### src/rtl/idu_sched_pkg.sv
// idu_sched_pkg: shared select codes, block FSM states and starvation limit
package idu_sched_pkg;
  localparam int WIDTH = 16;
  localparam int SEL_W = 3;
  localparam logic [SEL_W-1:0] SEL_PC = 3'd0;
  localparam logic [SEL_W-1:0] SEL_SP = 3'd1;
  localparam logic [SEL_W-1:0] SEL_HL = 3'd2;
  localparam logic [SEL_W-1:0] SEL_DE = 3'd3;
  localparam logic [SEL_W-1:0] SEL_BC = 3'd4;
  localparam logic [2:0] STALL_LIMIT = 3'd4;
  typedef enum logic [1:0] {BLK_IDLE, BLK_HL, BLK_DE, BLK_BC} blk_state_e;
endpackage

### src/rtl/idu_sched_if.sv
// idu_sched_if: request/grant, IDU issue and write-back signals of the IDU sequencer
interface idu_sched_if;
  import idu_sched_pkg::*;
  logic pc_req, sp_req, sp_dec, blk_start, blk_dec, idu_zero;
  logic pc_gnt, sp_gnt, blk_busy, blk_done, blk_bc_zero;
  logic idu_valid, idu_dec, wb_en;
  logic [SEL_W-1:0] idu_sel, wb_sel;
  modport master(
    output pc_req, sp_req, sp_dec, blk_start, blk_dec, idu_zero,
    input pc_gnt, sp_gnt, blk_busy, blk_done, blk_bc_zero, idu_valid, idu_dec, idu_sel, wb_en, wb_sel
  );
  modport slave(
    input pc_req, sp_req, sp_dec, blk_start, blk_dec, idu_zero,
    output pc_gnt, sp_gnt, blk_busy, blk_done, blk_bc_zero, idu_valid, idu_dec, idu_sel, wb_en, wb_sel
  );
endinterface

### src/rtl/idu_blk_fsm.sv
// idu_blk_fsm: HL/DE/BC block-step sequencer with starvation counter and BC-zero latch
module idu_blk_fsm import idu_sched_pkg::*; (
  input  logic             clk,
  input  logic             nreset,
  input  logic             i_start,
  input  logic             i_dec,
  input  logic             i_hold,
  input  logic             i_zero,
  output logic             o_busy,
  output logic             o_issue,
  output logic             o_force,
  output logic [SEL_W-1:0] o_sel,
  output logic             o_dec,
  output logic             o_done,
  output logic             o_bc_zero
);
  blk_state_e r_state, w_next;
  logic       r_dec, r_done, r_bc_zero;
  logic [2:0] r_stall;
  // next state and issue decision; a saturated stall count overrides PC/SP
  always_comb begin
    o_busy  = r_state != BLK_IDLE;
    o_force = o_busy && r_stall == STALL_LIMIT;
    o_issue = o_busy && (o_force || !i_hold);
    o_sel   = r_state == BLK_HL ? SEL_HL : r_state == BLK_DE ? SEL_DE : SEL_BC;
    o_dec   = r_state == BLK_BC ? 1'b1 : r_dec;
    w_next  = r_state == BLK_IDLE ? (i_start ? BLK_HL : BLK_IDLE) :
              !o_issue ? r_state :
              r_state == BLK_BC ? BLK_IDLE : blk_state_e'(r_state + 2'd1);
  end
  // state, latched direction, stall count, done pulse and BC-zero result
  always_ff @(posedge clk) begin
    if (!nreset) begin
      r_state   <= BLK_IDLE;
      r_dec     <= 1'b0;
      r_stall   <= 3'd0;
      r_done    <= 1'b0;
      r_bc_zero <= 1'b0;
    end else begin
      r_state <= w_next;
      if (r_state == BLK_IDLE && i_start) r_dec <= i_dec;
      r_stall <= (!o_busy || o_issue) ? 3'd0 : o_force ? r_stall : r_stall + 3'd1;
      r_done  <= o_issue && r_state == BLK_BC;
      if (o_issue && r_state == BLK_BC) r_bc_zero <= i_zero;
    end
  end
  assign o_done    = r_done;
  assign o_bc_zero = r_bc_zero;
endmodule

### src/rtl/idu_sched.sv
// idu_sched: fixed-priority IDU arbiter (PC > SP > block) with one-cycle write-back
module idu_sched import idu_sched_pkg::*; (
  input logic       clk,
  input logic       nreset,
  idu_sched_if.slave bus
);
  logic             w_issue, w_force, w_blk_dec;
  logic [SEL_W-1:0] w_blk_sel;
  logic             r_wb_en;
  logic [SEL_W-1:0] r_wb_sel;
  idu_blk_fsm u_blk (
    .clk       (clk),
    .nreset    (nreset),
    .i_start   (bus.blk_start),
    .i_dec     (bus.blk_dec),
    .i_hold    (bus.pc_req | bus.sp_req),
    .i_zero    (bus.idu_zero),
    .o_busy    (bus.blk_busy),
    .o_issue   (w_issue),
    .o_force   (w_force),
    .o_sel     (w_blk_sel),
    .o_dec     (w_blk_dec),
    .o_done    (bus.blk_done),
    .o_bc_zero (bus.blk_bc_zero)
  );
  // grants and issue mux; a forced block issue masks both PC and SP
  always_comb begin
    bus.pc_gnt    = bus.pc_req && !w_force;
    bus.sp_gnt    = bus.sp_req && !bus.pc_req && !w_force;
    bus.idu_valid = bus.pc_gnt || bus.sp_gnt || w_issue;
    bus.idu_sel   = bus.sp_gnt ? SEL_SP : w_issue ? w_blk_sel : SEL_PC;
    bus.idu_dec   = bus.sp_gnt ? bus.sp_dec : w_issue ? w_blk_dec : 1'b0;
  end
  // write-back strobe and target follow the issue by one cycle
  always_ff @(posedge clk) begin
    if (!nreset) begin
      r_wb_en  <= 1'b0;
      r_wb_sel <= SEL_PC;
    end else begin
      r_wb_en  <= bus.idu_valid;
      r_wb_sel <= bus.idu_sel;
    end
  end
  assign bus.wb_en  = r_wb_en;
  assign bus.wb_sel = r_wb_sel;
endmodule

### src/flat_wrapper.sv
// flat-port wrapper written by rule: the top's interface ports become plain ports
module idu_sched_flat import idu_sched_pkg::*;
  (clk, nreset, bus_pc_req, bus_sp_req, bus_sp_dec, bus_blk_start, bus_blk_dec, bus_idu_zero, bus_pc_gnt, bus_sp_gnt, bus_blk_busy, bus_blk_done, bus_blk_bc_zero, bus_idu_valid, bus_idu_dec, bus_idu_sel, bus_wb_en, bus_wb_sel);
  idu_sched_if bus_i ();
  input logic clk;
  input logic nreset;
  input wire logic [$bits(bus_i.pc_req)-1:0] bus_pc_req;
  input wire logic [$bits(bus_i.sp_req)-1:0] bus_sp_req;
  input wire logic [$bits(bus_i.sp_dec)-1:0] bus_sp_dec;
  input wire logic [$bits(bus_i.blk_start)-1:0] bus_blk_start;
  input wire logic [$bits(bus_i.blk_dec)-1:0] bus_blk_dec;
  input wire logic [$bits(bus_i.idu_zero)-1:0] bus_idu_zero;
  output wire logic [$bits(bus_i.pc_gnt)-1:0] bus_pc_gnt;
  output wire logic [$bits(bus_i.sp_gnt)-1:0] bus_sp_gnt;
  output wire logic [$bits(bus_i.blk_busy)-1:0] bus_blk_busy;
  output wire logic [$bits(bus_i.blk_done)-1:0] bus_blk_done;
  output wire logic [$bits(bus_i.blk_bc_zero)-1:0] bus_blk_bc_zero;
  output wire logic [$bits(bus_i.idu_valid)-1:0] bus_idu_valid;
  output wire logic [$bits(bus_i.idu_dec)-1:0] bus_idu_dec;
  output wire logic [$bits(bus_i.idu_sel)-1:0] bus_idu_sel;
  output wire logic [$bits(bus_i.wb_en)-1:0] bus_wb_en;
  output wire logic [$bits(bus_i.wb_sel)-1:0] bus_wb_sel;
  assign bus_i.pc_req = bus_pc_req;
  assign bus_i.sp_req = bus_sp_req;
  assign bus_i.sp_dec = bus_sp_dec;
  assign bus_i.blk_start = bus_blk_start;
  assign bus_i.blk_dec = bus_blk_dec;
  assign bus_i.idu_zero = bus_idu_zero;
  assign bus_pc_gnt = bus_i.pc_gnt;
  assign bus_sp_gnt = bus_i.sp_gnt;
  assign bus_blk_busy = bus_i.blk_busy;
  assign bus_blk_done = bus_i.blk_done;
  assign bus_blk_bc_zero = bus_i.blk_bc_zero;
  assign bus_idu_valid = bus_i.idu_valid;
  assign bus_idu_dec = bus_i.idu_dec;
  assign bus_idu_sel = bus_i.idu_sel;
  assign bus_wb_en = bus_i.wb_en;
  assign bus_wb_sel = bus_i.wb_sel;
  idu_sched u_core (.clk(clk), .nreset(nreset), .bus(bus_i));
endmodule
### config.mk
export PLATFORM = sky130hd
export DESIGN_NAME = idu_sched_flat
export DESIGN_NICKNAME = d
export VERILOG_FILES = /design/src/rtl/idu_sched_pkg.sv /design/src/rtl/idu_sched_if.sv /design/src/rtl/idu_blk_fsm.sv /design/src/rtl/idu_sched.sv /design/src/flat_wrapper.sv
export SDC_FILE = /design/constraint.sdc
export NUM_CORES = 1
export LEC_CHECK = 0
export CAP_MARGIN = 10
export CORE_MARGIN = 2
export CORE_UTILIZATION = 45
export DETAILED_ROUTE_END_ITERATION = 10
export GPL_ROUTABILITY_DRIVEN = 1
export PLACE_DENSITY = 0.93
export REMOVE_ABC_BUFFERS = 1
export SLEW_MARGIN = 20
export SYNTH_ARGS = -nofsm -noshare
export SYNTH_HDL_FRONTEND = slang
export SYNTH_SLANG_ARGS = --single-unit
### constraint.sdc
create_clock -name clk -period 3.1 [get_ports clk]
set_input_delay 0.62 -clock clk [delete_from_list [all_inputs] [get_ports clk]]
set_output_delay 0.62 -clock clk [all_outputs]
set_load 0.1 [all_outputs]
==> flow_metrics.tcl <==
set metrics [dict create \
    run_status "complete, no violations" \
    p_leak_uw 0.0004009 \
    hold_ws_ns 0.4702 \
    worst_path_max_fanout 8 \
    worst_setup_path_start_kind "primary input" \
    grt_max_degree 14 \
    die_height_um 40.76 \
    initial_core_util 0.4732 \
    final_util 0.7020 \
    report.final.slew_viol_count 0 \
    number_of_antenna_diodes 0 \
    regToRegStartpoint "u_core.u_blk.r_state[0]" \
    share_of_post_route_cells_with_drive_strength_above_1 0.2333 \
    initial_antenna_violation_count 0 \
    fp.dieW_um 40.76 \
    gp_congestion 0.7973 \
    cts.repair.resized 0 \
    critical_path_class "in2out" \
    ioPinCount 22 \
    final_cells 105 \
    reg2reg_to "u_core.bus.wb_sel[0]" \
    final_setup_slack_of_the_worst_path_ns 0.4701 \
    clk_latency_ns 0.27 \
    gr-total-overflow 0 \
    synth-seq-cells 12 \
    grt.total_usage 0.1828 \
    worst_ir_drop_vdd_mv 0.4739 \
    route.detailed.drc 0 \
    max_stage_delay_ns 0.54 \
    hold_path_class "reg2reg" \
    timing.reg2reg.worst_path_depth 5 \
    avgSynthCellArea_um2 8.942 \
    arrival_time_reported_for_the_critical_path_endpoint_ns 2.01 \
    worst_hold_path.num_cells 2 \
    post-cts-setup-buffers 0 \
    setup.worst_path.end_class "output port" \
    synthDominantCellAreaShare 0.3951 \
    place.detailed.hpwl_um 936.4 \
    synth_top_area_cell "sky130_fd_sc_hd__dfxtp_1" \
    portBuffers 21 \
    antenna_left 0 \
    fp-row-count 13 \
    placedCellCount 102 \
    synth-seq-area-share 0.3951 \
    finalNetCount 105 \
    finalHoldViolCount 0 \
    postRouteWirelength_um 1227 \
    netlist_top_cells_area "sky130_fd_sc_hd__dfxtp_1 (40%), sky130_fd_sc_hd__ha_1 (10%), sky130_fd_sc_hd__nand2_1 (5.6%)" \
    fmax_mhz 380.2 \
    power.density_nw_per_um2 887.9 \
    setup_viol 0 \
    detail_route.first_pass.iterations 4 \
    floorplan.die_area_um2 1661 \
    period_share 0.8483 \
    worst_clock_skew_ns 0.003424 \
    worst_hold_endpoint "u_core.u_blk.r_dec" \
    core_area_um2 1285 \
    yosys_warnings 0 \
    synthesis.instances 68 \
    timing.critical_path.slowest_stage_cell "sky130_fd_sc_hd__clkdlybuf4s50_1" \
    max-slew-margin-rel 0.7238 \
    ys_types 27 \
    max_cap_viol_count 0 \
    grt_pass1_wl_um 1883 \
    cts_tree "built" \
    detailedRoute.firstIterationViolations 13 \
    post-layout-total-power_uw 801.0 \
    vias_in_the_first_global_route 473 \
    routed_wire_length_per_instance_um 11.69 \
    vias_per_cell 5.410 \
    cts.clk_slew.worst_paths_ns 0.06 \
    final_period_minus_worst_setup_slack_ns 2.630 \
    grt_setup_unrepaired "no" \
    clk_root_buffer_cell "sky130_fd_sc_hd__clkbuf_4" \
    tritoncts.num_buffers 3 \
    hold_path_startpoint "u_core.u_blk.r_dec" \
    synth.cell_area_um2 608.1 \
    routed-via-count 568 \
    tightestPinTransition_ns 0.4130 \
    cp_cell_sequence "clkdlybuf4s50_1 > a2bb2oi_2 > nor2_1 > a22o_1 > buf_12" \
    clock_tree.htree_level_count 1 \
    clock_path_buffers 2 \
    worst_ep_required_time_ns 2.48 \
    pre_cts_slack_ns 0.4825 \
    reg2reg_setup_slack_ns 1.56 \
    number_of_clock_sinks 12 \
    synthesis_to_finish_area_growth_pct 48.35 \
    cts.hold.buffers_added 0 \
]
[synthesized netlist by cell type]
library cell and count:
sky130_fd_sc_hd__ha_1 5, sky130_fd_sc_hd__nor2_1 5, sky130_fd_sc_hd__nand3_1 2, sky130_fd_sc_hd__and3_1 2, sky130_fd_sc_hd__a21boi_0 1, sky130_fd_sc_hd__o311a_1 1
sky130_fd_sc_hd__inv_1 5, sky130_fd_sc_hd__and2_1 3, sky130_fd_sc_hd__inv_2 1, sky130_fd_sc_hd__or2_2 1, sky130_fd_sc_hd__mux2i_1 2, sky130_fd_sc_hd__a2111oi_2 1
sky130_fd_sc_hd__a41o_1 1, sky130_fd_sc_hd__nor4b_1 2, sky130_fd_sc_hd__nand3b_1 1, sky130_fd_sc_hd__a21oi_1 3, sky130_fd_sc_hd__nand2b_1 1, sky130_fd_sc_hd__o21a_1 1
sky130_fd_sc_hd__buf_2 2, sky130_fd_sc_hd__nor3_1 2, sky130_fd_sc_hd__and3b_1 1, sky130_fd_sc_hd__dfxtp_1 12, sky130_fd_sc_hd__a22o_1 1, sky130_fd_sc_hd__or2_1 1
sky130_fd_sc_hd__nor3b_1 1, sky130_fd_sc_hd__nand2_1 9, sky130_fd_sc_hd__a2bb2oi_2 1
[cells in the final DEF (no fill, tap or decap), drive strengths merged]
| master | Yosys | layout |
|---|---|---|
| buf | 2 | 14 |
| dfxtp | 12 | 12 |
| nand2 | 9 | 9 |
| clkdlybuf4s50 | 0 | 7 |
| inv | 6 | 6 |
| nor2 | 5 | 5 |
| ha | 5 | 5 |
| a21oi | 3 | 3 |
| and2 | 3 | 3 |
| clkbuf | 0 | 3 |
| nor3 | 2 | 2 |
| and3 | 2 | 2 |
| mux2i | 2 | 2 |
| nor4b | 2 | 2 |
| nand3 | 2 | 2 |
| or2 | 2 | 2 |
| nand3b | 1 | 1 |
| and3b | 1 | 1 |
| nand2b | 1 | 1 |
| a2bb2oi | 1 | 1 |
| a22o | 1 | 1 |
| a2111oi | 1 | 1 |
| o21a | 1 | 1 |
| o311a | 1 | 1 |
| a41o | 1 | 1 |
| a21boi | 1 | 1 |
| nor3b | 1 | 1 |
[per-layer routing]
| metal | GRT usage | routed length, µm | vias up |
|---|---|---|---|
| li1 | - | - | 283 |
| met1 | 0.1895 | 516 | 250 |
| met2 | 0.2937 | 595 | 31 |
| met3 | 0.08696 | 96 | 4 |
| met4 | 0.1167 | 19 | 0 |
| met5 | 0 | 0 | - |
[per-stage QoR]
| stage | area, µm² | setup TNS [ns] |
|---|---|---|
| floorplan | 598.1 | -0.5060 |
| global placement | 879.6 | 0 |
| detailed placement | 879.6 | 0 |
| CTS | 902.1 | 0 |
| global route | 902.1 | 0 |
| finish | 902.1 | 0 |
[layout make-up]
type	count	area (µm²)
fillers	92	382.9
multi-input cells	48	335.3
repair buffers	21	262.8
flip-flops and latches	12	240.2
clock buffers	3	22.52
inverters	6	22.52
well taps	15	18.77
[kinds of logic after synthesis]
group | synth area share
AND/OR/NAND/NOR | 0.2696
buffers and inverters | 0.05350
adder cells (fa/ha/maj) | 0.1029
AO/OA/AOI/OAI | 0.1461
multiplexers | 0.03292
flip-flops | 0.3951
[critical path, delay by kind of cell]
family                 cells  cell delay (ns)
AO/OA/AOI/OAI              2             0.55
buffers and inverters      2             0.71
AND/OR/NAND/NOR            1             0.12
[power breakdown]
part | internal (µW) | switching [µW]
Sequential | 181 | 19.1
Combinational | 153 | 354
Clock | 45.0 | 48.3
[worst max path at each step]
stage / end / from / depth (start not counted) / slack [ns]
finish: bus_idu_dec / bus_pc_req / 5 / 0.47
global route: bus_idu_dec / bus_pc_req / 5 / 0.40
CTS: bus_idu_dec / bus_pc_req / 5 / 0.48
detailed placement: bus_idu_dec / bus_pc_req / 5 / 0.48
global placement: bus_idu_dec / bus_pc_req / 5 / 0.49
floorplan: bus_idu_sel[2] / bus_sp_req / 2 / -0.38
[flip-flops by register name, summed over array words and instances, names as in the netlist]
signal,count
u_core.bus.wb_en,1
u_core.bus.wb_sel,3
u_core.u_blk.o_bc_zero,1
u_core.u_blk.o_done,1
u_core.u_blk.r_dec,1
u_core.u_blk.r_stall,3
u_core.u_blk.r_state,2
Note: power is estimated with default switching activity, not from simulation.
